### src/rtl/instruction_fetch_unit_pkg.sv
// Shared types and constants for the instruction fetch unit.
// FSM state encoding, instruction size and default memory/reset parameters.
package fetch_pkg;

  typedef enum logic [1:0] {
    IDLE  = 2'd0,
    FETCH = 2'd1,
    FAULT = 2'd2
  } fetch_state_e;

  localparam int unsigned INST_BYTES         = 4;
  localparam int unsigned DEFAULT_IMEM_BYTES = 256;
  localparam logic [63:0] DEFAULT_RESET_PC   = 64'd0;

endpackage

### src/rtl/instruction_fetch_unit_if.sv
// Fetch-side bus: instruction memory port, decode handshake and execute redirect.
// master = fetch unit, slave = surrounding memory/decode/execute.
interface instruction_fetch_unit_if #(
  parameter int unsigned PC_W = 64
);

  logic [PC_W-1:0] imem_addr;
  logic [31:0]     imem_data;
  logic [31:0]     inst_out;
  logic [PC_W-1:0] inst_pc;
  logic            inst_valid;
  logic            inst_ready;
  logic            redirect_valid;
  logic [PC_W-1:0] redirect_target;

  modport master (
    output imem_addr, inst_out, inst_pc, inst_valid,
    input  imem_data, inst_ready, redirect_valid, redirect_target
  );

  modport slave (
    input  imem_addr, inst_out, inst_pc, inst_valid,
    output imem_data, inst_ready, redirect_valid, redirect_target
  );

endinterface

### src/rtl/instruction_fetch_unit_out_reg.sv
// fetch_out_reg: one-entry valid/ready pipeline register with flush; 1-cycle latency.
// Holds its word while out_rdy is low; accepts a new word when empty or draining.
module fetch_out_reg #(
  parameter int unsigned DW = 96
) (
  input  logic          clk,
  input  logic          reset,
  input  logic          flush,
  input  logic          in_vld,
  output logic          in_rdy,
  input  logic [DW-1:0] in_dat,
  output logic          out_vld,
  input  logic          out_rdy,
  output logic [DW-1:0] out_dat
);

  assign in_rdy = !out_vld || out_rdy;

  // Flush only drops the valid bit; stale data is harmless once invalid.
  always_ff @(posedge clk) begin
    if (reset) begin
      out_vld <= 1'b0;
      out_dat <= '0;
    end else if (flush) begin
      out_vld <= 1'b0;
    end else if (in_vld && in_rdy) begin
      out_vld <= 1'b1;
      out_dat <= in_dat;
    end else if (out_rdy) begin
      out_vld <= 1'b0;
    end
  end

endmodule

### src/rtl/instruction_fetch_unit.sv
// Instruction fetch: PC, start/halt FSM, redirect flush; 1-cycle fetch latency, holds under backpressure.
// Define FETCH_ADDR_CHECK_EN to enable the fetch/redirect address fault check.
module instruction_fetch_unit
  import fetch_pkg::*;
#(
  parameter int unsigned     IMEM_BYTES = DEFAULT_IMEM_BYTES,
  parameter int unsigned     PC_W       = 64,
  parameter logic [PC_W-1:0] RESET_PC   = PC_W'(DEFAULT_RESET_PC)
) (
  input  logic                      clk,
  input  logic                      reset,
  input  logic                      start,
  input  logic                      halt_req,
  output logic                      busy,
  output logic                      fault,
  instruction_fetch_unit_if.master  bus
);

  localparam logic [1:0] ST_IDLE  = IDLE;
  localparam logic [1:0] ST_FETCH = FETCH;
  localparam logic [1:0] ST_FAULT = FAULT;

  logic [1:0]       state_q;
  logic [PC_W-1:0]  pc_q;
  logic [PC_W-1:0]  redirect_pc;
  logic             redirect;
  logic             out_in_rdy;
  logic             cap_cond;
  logic             capture;
  logic             flush;
  logic             redir_fault;
  logic             fetch_fault;
  logic [31+PC_W:0] out_dat;

  assign redirect    = bus.redirect_valid && (state_q != ST_FAULT);
  assign redirect_pc = {bus.redirect_target[PC_W-1:2], 2'b00};
  assign cap_cond    = (state_q == ST_FETCH) && out_in_rdy && !redirect && !halt_req;

`ifdef FETCH_ADDR_CHECK_EN
  // Widened by one bit so an address near the top of the PC space cannot wrap past the limit.
  logic [PC_W:0] last_byte;
  assign last_byte   = {1'b0, pc_q} + (PC_W+1)'(INST_BYTES - 1);
  assign redir_fault = redirect && (bus.redirect_target[1:0] != 2'b00);
  assign fetch_fault = cap_cond && (last_byte >= (PC_W+1)'(IMEM_BYTES));
  assign fault       = (state_q == ST_FAULT);
`else
  assign redir_fault = 1'b0;
  assign fetch_fault = 1'b0;
  assign fault       = 1'b0;
`endif

  assign capture       = cap_cond && !fetch_fault;
  assign flush         = redirect || fetch_fault;
  assign busy          = (state_q == ST_FETCH);
  assign bus.imem_addr = pc_q;

  always_ff @(posedge clk) begin
    if (reset) begin
      state_q <= ST_IDLE;
      pc_q    <= RESET_PC;
    end else if (redir_fault) begin
      state_q <= ST_FAULT;
    end else if (redirect) begin
      pc_q <= redirect_pc;
    end else begin
      case (state_q)
        ST_IDLE: begin
          if (start && !halt_req) state_q <= ST_FETCH;
        end
        ST_FETCH: begin
          if (halt_req)         state_q <= ST_IDLE;
          else if (fetch_fault) state_q <= ST_FAULT;
          else if (capture)     pc_q    <= pc_q + PC_W'(INST_BYTES);
        end
        default: ;
      endcase
    end
  end

  fetch_out_reg #(
    .DW (32 + PC_W)
  ) u_out (
    .clk     (clk),
    .reset   (reset),
    .flush   (flush),
    .in_vld  (capture),
    .in_rdy  (out_in_rdy),
    .in_dat  ({bus.imem_data, pc_q}),
    .out_vld (bus.inst_valid),
    .out_rdy (bus.inst_ready),
    .out_dat (out_dat)
  );

  assign {bus.inst_out, bus.inst_pc} = out_dat;

endmodule

### src/flat_wrapper.sv
// flat-port wrapper written by rule: the top's interface ports become plain ports
module instruction_fetch_unit_flat import fetch_pkg::*;
#(
  parameter int unsigned     IMEM_BYTES = DEFAULT_IMEM_BYTES,
  parameter int unsigned     PC_W       = 64,
  parameter logic [PC_W-1:0] RESET_PC   = PC_W'(DEFAULT_RESET_PC)
)
  (clk, reset, start, halt_req, busy, fault, bus_imem_addr, bus_inst_out, bus_inst_pc, bus_inst_valid, bus_imem_data, bus_inst_ready, bus_redirect_valid, bus_redirect_target);
  instruction_fetch_unit_if #(.PC_W(PC_W)) bus_i ();
  input  logic clk;
  input  logic reset;
  input  logic start;
  input  logic halt_req;
  output logic busy;
  output logic fault;
  output wire logic [$bits(bus_i.imem_addr)-1:0] bus_imem_addr;
  output wire logic [$bits(bus_i.inst_out)-1:0] bus_inst_out;
  output wire logic [$bits(bus_i.inst_pc)-1:0] bus_inst_pc;
  output wire logic [$bits(bus_i.inst_valid)-1:0] bus_inst_valid;
  input wire logic [$bits(bus_i.imem_data)-1:0] bus_imem_data;
  input wire logic [$bits(bus_i.inst_ready)-1:0] bus_inst_ready;
  input wire logic [$bits(bus_i.redirect_valid)-1:0] bus_redirect_valid;
  input wire logic [$bits(bus_i.redirect_target)-1:0] bus_redirect_target;
  assign bus_imem_addr = bus_i.imem_addr;
  assign bus_inst_out = bus_i.inst_out;
  assign bus_inst_pc = bus_i.inst_pc;
  assign bus_inst_valid = bus_i.inst_valid;
  assign bus_i.imem_data = bus_imem_data;
  assign bus_i.inst_ready = bus_inst_ready;
  assign bus_i.redirect_valid = bus_redirect_valid;
  assign bus_i.redirect_target = bus_redirect_target;
  instruction_fetch_unit #(.IMEM_BYTES(IMEM_BYTES), .PC_W(PC_W), .RESET_PC(RESET_PC)) u_core (.clk(clk), .reset(reset), .start(start), .halt_req(halt_req), .busy(busy), .fault(fault), .bus(bus_i));
endmodule
### config.mk
export PLATFORM = sky130hd
export DESIGN_NAME = instruction_fetch_unit_flat
export DESIGN_NICKNAME = d
export VERILOG_FILES = /design/src/rtl/instruction_fetch_unit_pkg.sv /design/src/rtl/instruction_fetch_unit_if.sv /design/src/rtl/instruction_fetch_unit_out_reg.sv /design/src/rtl/instruction_fetch_unit.sv /design/src/flat_wrapper.sv
export SDC_FILE = /design/constraint.sdc
export NUM_CORES = 1
export LEC_CHECK = 0
export ABC_AREA = 1
export CAP_MARGIN = 20
export CELL_PAD_IN_SITES_DETAIL_PLACEMENT = 1
export CELL_PAD_IN_SITES_GLOBAL_PLACEMENT = 2
export CORE_ASPECT_RATIO = 0.6
export CORE_MARGIN = 4
export CORE_UTILIZATION = 24
export CTS_CLUSTER_SIZE = 40
export DETAILED_ROUTE_END_ITERATION = 8
export GPL_ROUTABILITY_DRIVEN = 0
export PLACE_DENSITY_LB_ADDON = 0.1
export REMOVE_ABC_BUFFERS = 1
export SYNTH_ARGS = -nofsm -noshare
export SYNTH_HDL_FRONTEND = slang
export SYNTH_SLANG_ARGS = --single-unit
### constraint.sdc
create_clock -name clk -period 1.7 [get_ports clk]
set_input_delay 0.34 -clock clk [delete_from_list [all_inputs] [get_ports clk]]
set_output_delay 0.34 -clock clk [all_outputs]
set_load 0.05 [all_outputs]
Word-level counts from Yosys, hierarchy flattened
Cells that the tools add are included.

cells by class
  reductions and logical operators = 20
  bitwise operators = 2
  equality and inequality tests = 5
  muxes and demuxes = 9
  add/sub/neg operators = 1

operators with widths
  cell                                           number
  two-way mux 64 bit                             4
  adder 64 x 3 -> 64 bit, second input constant  1
  nonzero test 2 bit                             4
  logical AND 1 bit                              6
  AND reduction 3 bit                            2
  two-way mux 2 bit                              2
  != test 2 x 1 -> 1 bit, second input constant  2
  != test 2 bit, second input constant           2
  one-hot mux 2 bit (2 select lines)             1
  AND reduction 4 bit                            1
  logical NOT 1 bit                              3
  == test 2 x 1 -> 1 bit, second input constant  1
  logical NOT 2 bit                              1
  two-way mux 1 bit                              2
  inverter 1 bit                                 2
  AND reduction 2 bit                            1
  OR reduction 2 bit                             1
  logical OR 1 bit                               1

storage, ports and cells
  logic and storage cells = 42
  register bits after elaboration = 163
  output and inout bits = 163
  input port bits = 102

Logic depth before layout (Yosys ltp)
Gate-level depths: netlist of the first run.

  word-level depth = 9
  mapped depth = 12
  mapped depth without buffers = 12

By module
A second synthesis of the first run with hierarchy kept.

unflattened totals
  cells, all modules = 1500
  area total of the unflattened synthesis = 9325.2 um^2

by module, submodules not included
  module                  sequential area each (um^2)  area an instance (um^2)  instances  cells an instance
  instruction_fetch_unit  1261.2                       5012.3                   1          864
  fetch_out_reg           1941.9                       4312.9                   1          636

Least setup slack after synthesis of the first run
OpenSTA, ideal clock, no wires.

  path kind = reg-to-reg
  from = reg u_core.pc_q[3], in the netlist u_core.bus.imem_addr[3]
  to = reg u_core.pc_q[46], in the netlist u_core.bus.imem_addr[46]
  setup slack = -0.319 ns
  library setup time = 0.132 ns
  period minus slack after synthesis = 2.019 ns
  data required time = 1.568 ns
  arrival = 1.887 ns
  cell stages (with the launch flop) = 13
  buffers on the path = 0
  path through = dfxtp_1 -> ha_1 -> nand2_2 -> nor2_4 -> nand2_2 -> inv_2 -> nand2_1 -> nor2_2 -> nand2_1 -> nand2_1 -> nand3_1 -> nand2_1 -> a21oi_1

on the way
  word-level cells in the longest chain between the ends = 5

ends and longest elaborated chain
  item                      line                          source
  start: declaration        instruction_fetch_unit.sv:24  logic [PC_W-1:0] pc_q;
  start signal: assignment  instruction_fetch_unit.sv:64  pc_q <= redirect_pc;
  start signal: assignment  instruction_fetch_unit.sv:73  else if (capture) pc_q <= pc_q + PC_W'(INST_BYTES);
  adder 64 x 3 -> 64 bit    instruction_fetch_unit.sv:73
  two-way mux 64 bit        instruction_fetch_unit.sv:73
  two-way mux 64 bit        instruction_fetch_unit.sv:71  if (halt_req) state_q <= ST_IDLE;
  two-way mux 64 bit        instruction_fetch_unit.sv:66  case (state_q)
  two-way mux 64 bit        instruction_fetch_unit.sv:63  end else if (redirect) begin

No other way between the ends. The select of a mux whose other input is x is not followed.
A chain may end at the register's enable or synchronous reset.

Worst setup path after layout of the first run
  from = reg u_core.pc_q[3], in the netlist u_core.bus.imem_addr[3]
  to = reg u_core.pc_q[40], in the netlist u_core.bus.imem_addr[40]

Same word-level chain as after synthesis.

==> results of run 1 <==
## synth_stat cells
library cell  instances  area [um^2]
xnor2_1               3         26.3
nand3_2               2         20.0
a22oi_1               3         22.5
nor2_1              251          942
nor4_1                5         31.3
o311ai_0              3         26.3
nor2_8                1         20.0
buf_4                 8         60.1
nand3_1              60          300
nor2_4               12          135
conb_1                1         3.75
clkinv_1              4         15.0
nand4_1               8         50.1
a31oi_1              14         87.6
or2_0                 2         12.5
nand2_4               2         22.5
or2_1                 2         12.5
inv_1                70          263
o221ai_1              1         8.76
a21oi_1              95          475
o21ai_1              15         75.1
ha_1                  1         12.5
nand2_1             335         1260
nor2_2               10         62.6
or3_1                 1         6.26
buf_2                13         65.1
o211ai_1             17          128
o211a_1               2         20.0
a21oi_2               2         17.5
inv_2                 9         33.8
clkbuf_1             41          154
nor3_1                6         30.0
nand3b_1              4         30.0
buf_1                 4         15.0
nand3_4               1         17.5
nor3b_1               1         7.51
nand2_2              14         87.6
o21ai_0              73          365
dfxtp_1             158         3160
a211oi_1              4         30.0
o31ai_1               2         15.0
## power groups by stage
stage          Combinational, mW  Clock, mW  Sequential, mW
2_1_floorplan              0.409          0            4.51
3_3_place_gp                2.13          0            4.06
3_5_place_dp                2.15          0            4.06
4_1_cts                     2.17       3.89            3.98
5_1_grt                     2.33       4.05            4.01
6_report                    2.19       3.76            3.99
## kinds of logic (layout without fill, tap and decap cells)
group	count (synthesis)	after routing	share of synthesized area, %
AO/OA/AOI/OAI	231	231	15.6
XOR/XNOR	3	3	0.323
adder cells (fa/ha/maj)	1	1	0.154
buffers and inverters	149	575	7.45
flip-flops	158	158	38.9
other	1	5	0.0461
AND/OR/NAND/NOR	717	717	37.5
## sequential cells by signal, summed over array words and instances (netlist names)
register              count
u_core.bus.imem_addr     62
u_core.state_q            1
u_core.u_out.out_dat     94
u_core.u_out.out_vld      1
## how the worst min path moves through the flow
stage	endpoint	cells past startpoint	slack, ps
final	u_core.u_out.out_dat[80]$_SDFFE_PP0P_	5	410
after detailed placement	u_core.u_out.out_dat[24]$_SDFFE_PP0P_	2	460
after global routing	u_core.u_out.out_dat[88]$_SDFFE_PP0P_	5	420
after floorplan	u_core.bus.imem_addr[53]$_SDFFE_PP0P_	1	400
after CTS	u_core.u_out.out_dat[70]$_SDFFE_PP0P_	5	400
after global placement	u_core.u_out.out_dat[31]$_SDFFE_PP0P_	2	450
## layer usage
metal | vias to the layer above | part of all wire, %
met4 | 0 | 0.48
met3 | 14 | 4.8
met1 | 4808 | 51
met5 | - | 0
li1 | 4900 | -
met2 | 187 | 43
## stage by stage
stage	utilization, %	power, mW
after floorplan	-	4.92
after global routing	43.6	10.4
after detailed placement	39.1	6.21
after global placement	39.1	6.19
final	43.6	9.94
after CTS	41.7	10.0
## worst max-delay path: stages, from the launching register on
cell	delay (ps)
dfxtp_4	370
ha_4	150
nand2_4	50
nor2_4	120
buf_12	150
nand2_8	60
nor2_4	100
buf_12	140
nand3b_1	140
nand2_1	100
nand2_1	50
o21ai_1	130
a21oi_1	80
## layout make-up
class | instances | area [um^2] | share of cell area (%)
clock inverters | 10 | 90.1 | 0.627
repair buffers | 461 | 4720 | 32.8
inverters | 83 | 332 | 2.31
well taps | 450 | 563 | 3.92
multi-input cells | 957 | 4980 | 34.6
flip-flops and latches | 158 | 3240 | 22.5
clock buffers | 21 | 450 | 3.14
## cells in the final DEF (no fill, tap or decap), types with 3 or more instances in the layout
cell type,instances
nand3_2,7
a31oi_1,13
inv_4,4
nor2_1,211
a22oi_1,3
inv_1,66
buf_12,77
clkbuf_1,3
clkbuf_16,17
nand4_1,8
o21ai_2,4
o21ai_0,66
a211oi_1,4
a21oi_1,90
o211ai_1,17
buf_4,270
nor3_1,5
dfxtp_4,10
dfxtp_2,28
conb_1,5
a21oi_2,7
nor4_2,3
dfxtp_1,120
clkinv_2,5
nand3_1,52
buf_6,15
o21ai_1,18
inv_2,8
nand2_1,299
clkdlybuf4s50_1,97
nand2_8,8
nand3_4,4
nor2_4,28
nor2_2,34
nand3b_1,4
nand2_2,34
clkinvlp_4,4
nand2_4,10
## timing repair
item / CTS / global route
pin swaps: 17 / 49
setup endpoints to repair: 47 / 68
setup buffers: 9 / 15
resized for setup: 62 / 171
==> reports/results.ini, run 1 <==
[critical_path]
crit_start=u_core.bus.imem_addr[3]$_SDFFE_PP0P_
critical_path_required_ps=2010
r2r-end=u_core.bus.imem_addr[40]$_SDFFE_PP0P_
reg2reg_slack_ps=-80
path_max_fanout=5
end_kind=register
start_kind=register
cp.arrival_ps=2080
path_class=register to register
r2r_cells=12
critical_path.endpoint=u_core.bus.imem_addr[40]$_SDFFE_PP0P_
reg2reg_from=u_core.bus.imem_addr[3]$_SDFFE_PP0P_

[drt]
routedWlPerCell_um=19.3
drtIter0Drc=500
ant_nets=0
finalWirelength_um=41300
dr.pass1.iters=5
vias_per_cell=4.63
vias=9909
drc=0

[sta]
fin_crit_sh_pct=104
finClkSkew_ps=11.7
slew_viol_final=0
rsz0062_at_grt=true
setup_ws_ps=-75.0
finalHoldWorstSlack_ps=410
relSlewSlack_pct=65.0
tightest_slew_ps=526
finalCriticalPeriod_ps=1780
setup_viol=19
hold_viol=0
fin_tns_setup_ps=-678
fmax_mhz=563

[place]
portBuffers=257
dpl.hpwl_um=31500
post-place-ws_ps=-437
placed_area_um2=12900
dp_cells=2087

[floorplanning]
die-area_um2=37000
die_w_um=246
core_area_um2=32900
ios=265
fp.dieH_um=151
start_util_pct=24.7
num_rows=51

[outcome]
violations=negative setup slack
status=finished with violations

[global_route]
top_usage_layer=met1
gr-total-overflow=0
met1_usage_pct=32.6
grt_pass1_vias=10185
grtUsageTotal_pct=21.7
grtUsageMet3_pct=4.68
grt_max_degree=83
met2_usage_pct=32.4
grt_pass1_wl_um=61400
antenna_found_initial=0

[finish]
fin_cells=2140
finalNetCount=1781
area_growth_pct=76.7
final_area_um2=14400
drive_gt1_share_pct=35.0
fillers=4071
insertedDiodeCount=0

[synthesis]
netlist_instances=1260
syn-cell-area_um2=8130
ys.warnings.count=0
ys_ff_latch=158
synth_cell_types=41
yosysSeqAreaShare_pct=38.9
avgSynthCellArea_um2=6.45

[clock_network]
cts_buffers=17
clk_pin_slew_ps=70
cts_buffer_depth=2
htreeDepth=4
cts.hold.buffers_added=0
ctsRootBufferMaster=clkbuf_16
clk_latency_ps=440
cts_tree=built
clock-sinks=158

[power_and_ir_drop]
max-vdd-ir-drop_mv=0.671
p_comb_share_pct=22.0
leakage_nw=5.97
intPower_mw=6.84
seqPwrFrac_pct=40.1
power_density_nw_per_um2=692
power.switching_mw=3.10
p_clk_share_pct=37.8
switching_share_pct=31.2

[min_path]
holdCritPathClass=input pin to register
holdCritStartpoint=reset

[run]
cap_violations=0

No activity file was read; power rests on OpenSTA's default activity.
==> inputs of run 2 (changes only) <==
--- a/config.mk
+++ b/config.mk
@@ -15,6 +15,7 @@
 export CTS_CLUSTER_SIZE = 40
 export DETAILED_ROUTE_END_ITERATION = 8
 export GPL_ROUTABILITY_DRIVEN = 0
+export MAX_ROUTING_LAYER = met4
 export PLACE_DENSITY_LB_ADDON = 0.1
 export REMOVE_ABC_BUFFERS = 1
 export SYNTH_ARGS = -nofsm -noshare
==> run 2 against run 1 <==
The run still ends with negative setup slack left. Setup slack worse by 1.8 ps. Non-clock buffer count unchanged. Clock power about the same. Via count about the same. Flip-flop and latch count unchanged. Cell area about the same. Register-to-register slack about the same. Critical path type unchanged.
==> reports/results.ini, run 2 (same netlist as run 1, synthesis figures left out) <==
[outcome]
status=finished with violations
violations=negative setup slack

[power_and_ir_drop]
leakage_nw=5.97  ; about the same
fin_total_pwr_mw=9.95  ; about the same
power_density_nw_per_um2=693  ; about the same
max-vdd-ir-drop_mv=0.671  ; about the same

[global_route]
grt_pass1_wl_um=61400  ; about the same
antenna_found_initial=0  ; unchanged
grt_pass1_vias=10202  ; +0.17%
grt_max_degree=83  ; unchanged
grtUsageTotal_pct=22.3  ; +0.61 points
gr-total-overflow=0  ; unchanged

[floorplanning]
fp.dieH_um=151  ; unchanged
die_w_um=246  ; unchanged
core_area_um2=32900  ; unchanged
die-area_um2=37000  ; unchanged
start_util_pct=24.7  ; unchanged
ios=265  ; unchanged
num_rows=51  ; unchanged

[critical_path]
cpMostUsedCell=buf_6
worst_path_max_delay_cell=dfxtp_2
cp.arrival_ps=2080  ; about the same
critical_path_required_ps=2010  ; about the same
path_max_fanout=6  ; +1
end_kind=register
cpLargestDelayFamily=simple AND/OR/NAND/NOR gates
critPathMaxStageDelay_ps=360  ; about the same
path_buf_inv=4  ; +2
path_class=register to register
path_cells=buf_6 -> inv_4 -> nor2_4 -> buf_6 -> nand2_8 -> nor2_8 -> buf_6 -> nand3_2 -> nand2_1 -> nand2_1 -> o21ai_1 -> a21oi_1
start_kind=register

[sta]
fin_crit_sh_pct=105  ; +0.11 points
finalCriticalPeriod_ps=1780  ; +1.79 ps
fin_tns_setup_ps=-674  ; +4.01 ps
hold_viol=0  ; unchanged
setup_viol=20  ; +1
fmax_mhz=563  ; -0.10%
setup_ws_ps=-76.8  ; -1.79 ps
slew_viol_final=0  ; unchanged
relSlewSlack_pct=65.5  ; +0.59 points
rsz0062_at_grt=true
finClkSkew_ps=15.3  ; +3.58 ps
tightest_slew_ps=517  ; -8.81 ps

[place]
dpl.hpwl_um=31500  ; unchanged
placed_area_um2=12900  ; unchanged
dp_cells=2087  ; unchanged
post-place-ws_ps=-437  ; unchanged
portBuffers=257  ; unchanged

[finish]
regArea_um2=3230  ; -0.12%
insertedDiodeCount=0  ; unchanged
regMostFlops=u_core.u_out.out_dat
drive_gt1_share_pct=35.0  ; -0.059 points
largest_register_ffs=94  ; unchanged
area_growth_pct=76.7  ; about the same
fillers=4071  ; unchanged
final_common_cell=nand2_1
layout_common_cells=nand2_1 (299), buf_4 (270), nor2_1 (211)
final_area_um2=14400  ; about the same
finalNetCount=1781  ; unchanged
fin_cells=2140  ; unchanged
multi_input_area_um2=4980  ; unchanged

[drt]
vias_per_cell=4.63  ; about the same
drtIter0Drc=564  ; +13%
vias=9918  ; +0.091%
drc=0  ; unchanged
routedWlPerCell_um=19.3  ; +0.15%
dr.pass1.iters=4  ; -1
finalWirelength_um=41300  ; +0.15%
ant_nets=0  ; unchanged

[clock_network]
htreeDepth=4  ; unchanged
clock-sinks=158  ; unchanged
clk_pin_slew_ps=70  ; about the same
cts_buffers=17  ; unchanged
cts_buffer_depth=2  ; unchanged
cts_tree=built
clk_latency_ps=450  ; about the same
ctsRootBufferMaster=clkbuf_16

[run]
cap_violations=0  ; unchanged

[min_path]
holdCritPathClass=input pin to register

-- run 2: repair_timing --
item | 4_1_cts | 5_1_grt
endpoints found under the setup margin | 47 | 68
pin swaps | 17 | 48
hold buffers | 0 | 0
resized for setup | 62 | 169
setup buffers | 9 | 15
-- run 2: cell type report --
type	instances	area share [%]
Clock buffer	21	3.14
Clock inverter	10	0.627
Inverter	83	2.31
Multi-Input combinational cell	957	34.6
Sequential cell	158	22.5
Tap cell	450	3.92
Timing Repair Buffer	461	32.9
-- run 2: worst paths after layout --
path | slack (ps) | startpoint | endpoint | cells past startpoint
min | 410 | reset | u_core.u_out.out_dat[80]$_SDFFE_PP0P_ | 5
min reg2reg | 470 | u_core.u_out.out_dat[24]$_SDFFE_PP0P_ | u_core.u_out.out_dat[24]$_SDFFE_PP0P_ | 2
max | -80 | u_core.bus.imem_addr[2]$_SDFFE_PP0P_ | u_core.bus.imem_addr[49]$_SDFFE_PP0P_ | 12
max reg2reg | -80 | u_core.bus.imem_addr[2]$_SDFFE_PP0P_ | u_core.bus.imem_addr[49]$_SDFFE_PP0P_ | 12
-- run 2: where the power goes --
part           internal (mW)  switching, mW
sequential              3.84          0.153
clock                   2.04           1.72
combinational          0.961           1.23
total                   6.84           3.11
-- run 2: layer usage --
metal	vias to the layer above	track usage (%)	wire length [um]
li1	4897	-	-
met1	4826	32.7	21600
met2	181	32.5	17800
met3	14	4.40	1710
met4	0	2.86	196
met5	-	-	0
-- run 2: worst register-to-register path, stage by stage, from the launching register on --
cell	delay, ps
dfxtp_2	360
buf_6	120
inv_4	40
nor2_4	150
buf_6	140
nand2_8	60
nor2_8	240
buf_6	140
nand3_2	80
nand2_1	80
nand2_1	40
o21ai_1	110
a21oi_1	70
-- run 2: through the flow --
stage               utilization [%]  hold slack [ps]
floorplan                         -              402
global placement               39.1              449
detailed placement             39.1              458
CTS                            41.7              396
global route                   43.6              424
finish                         43.6              409
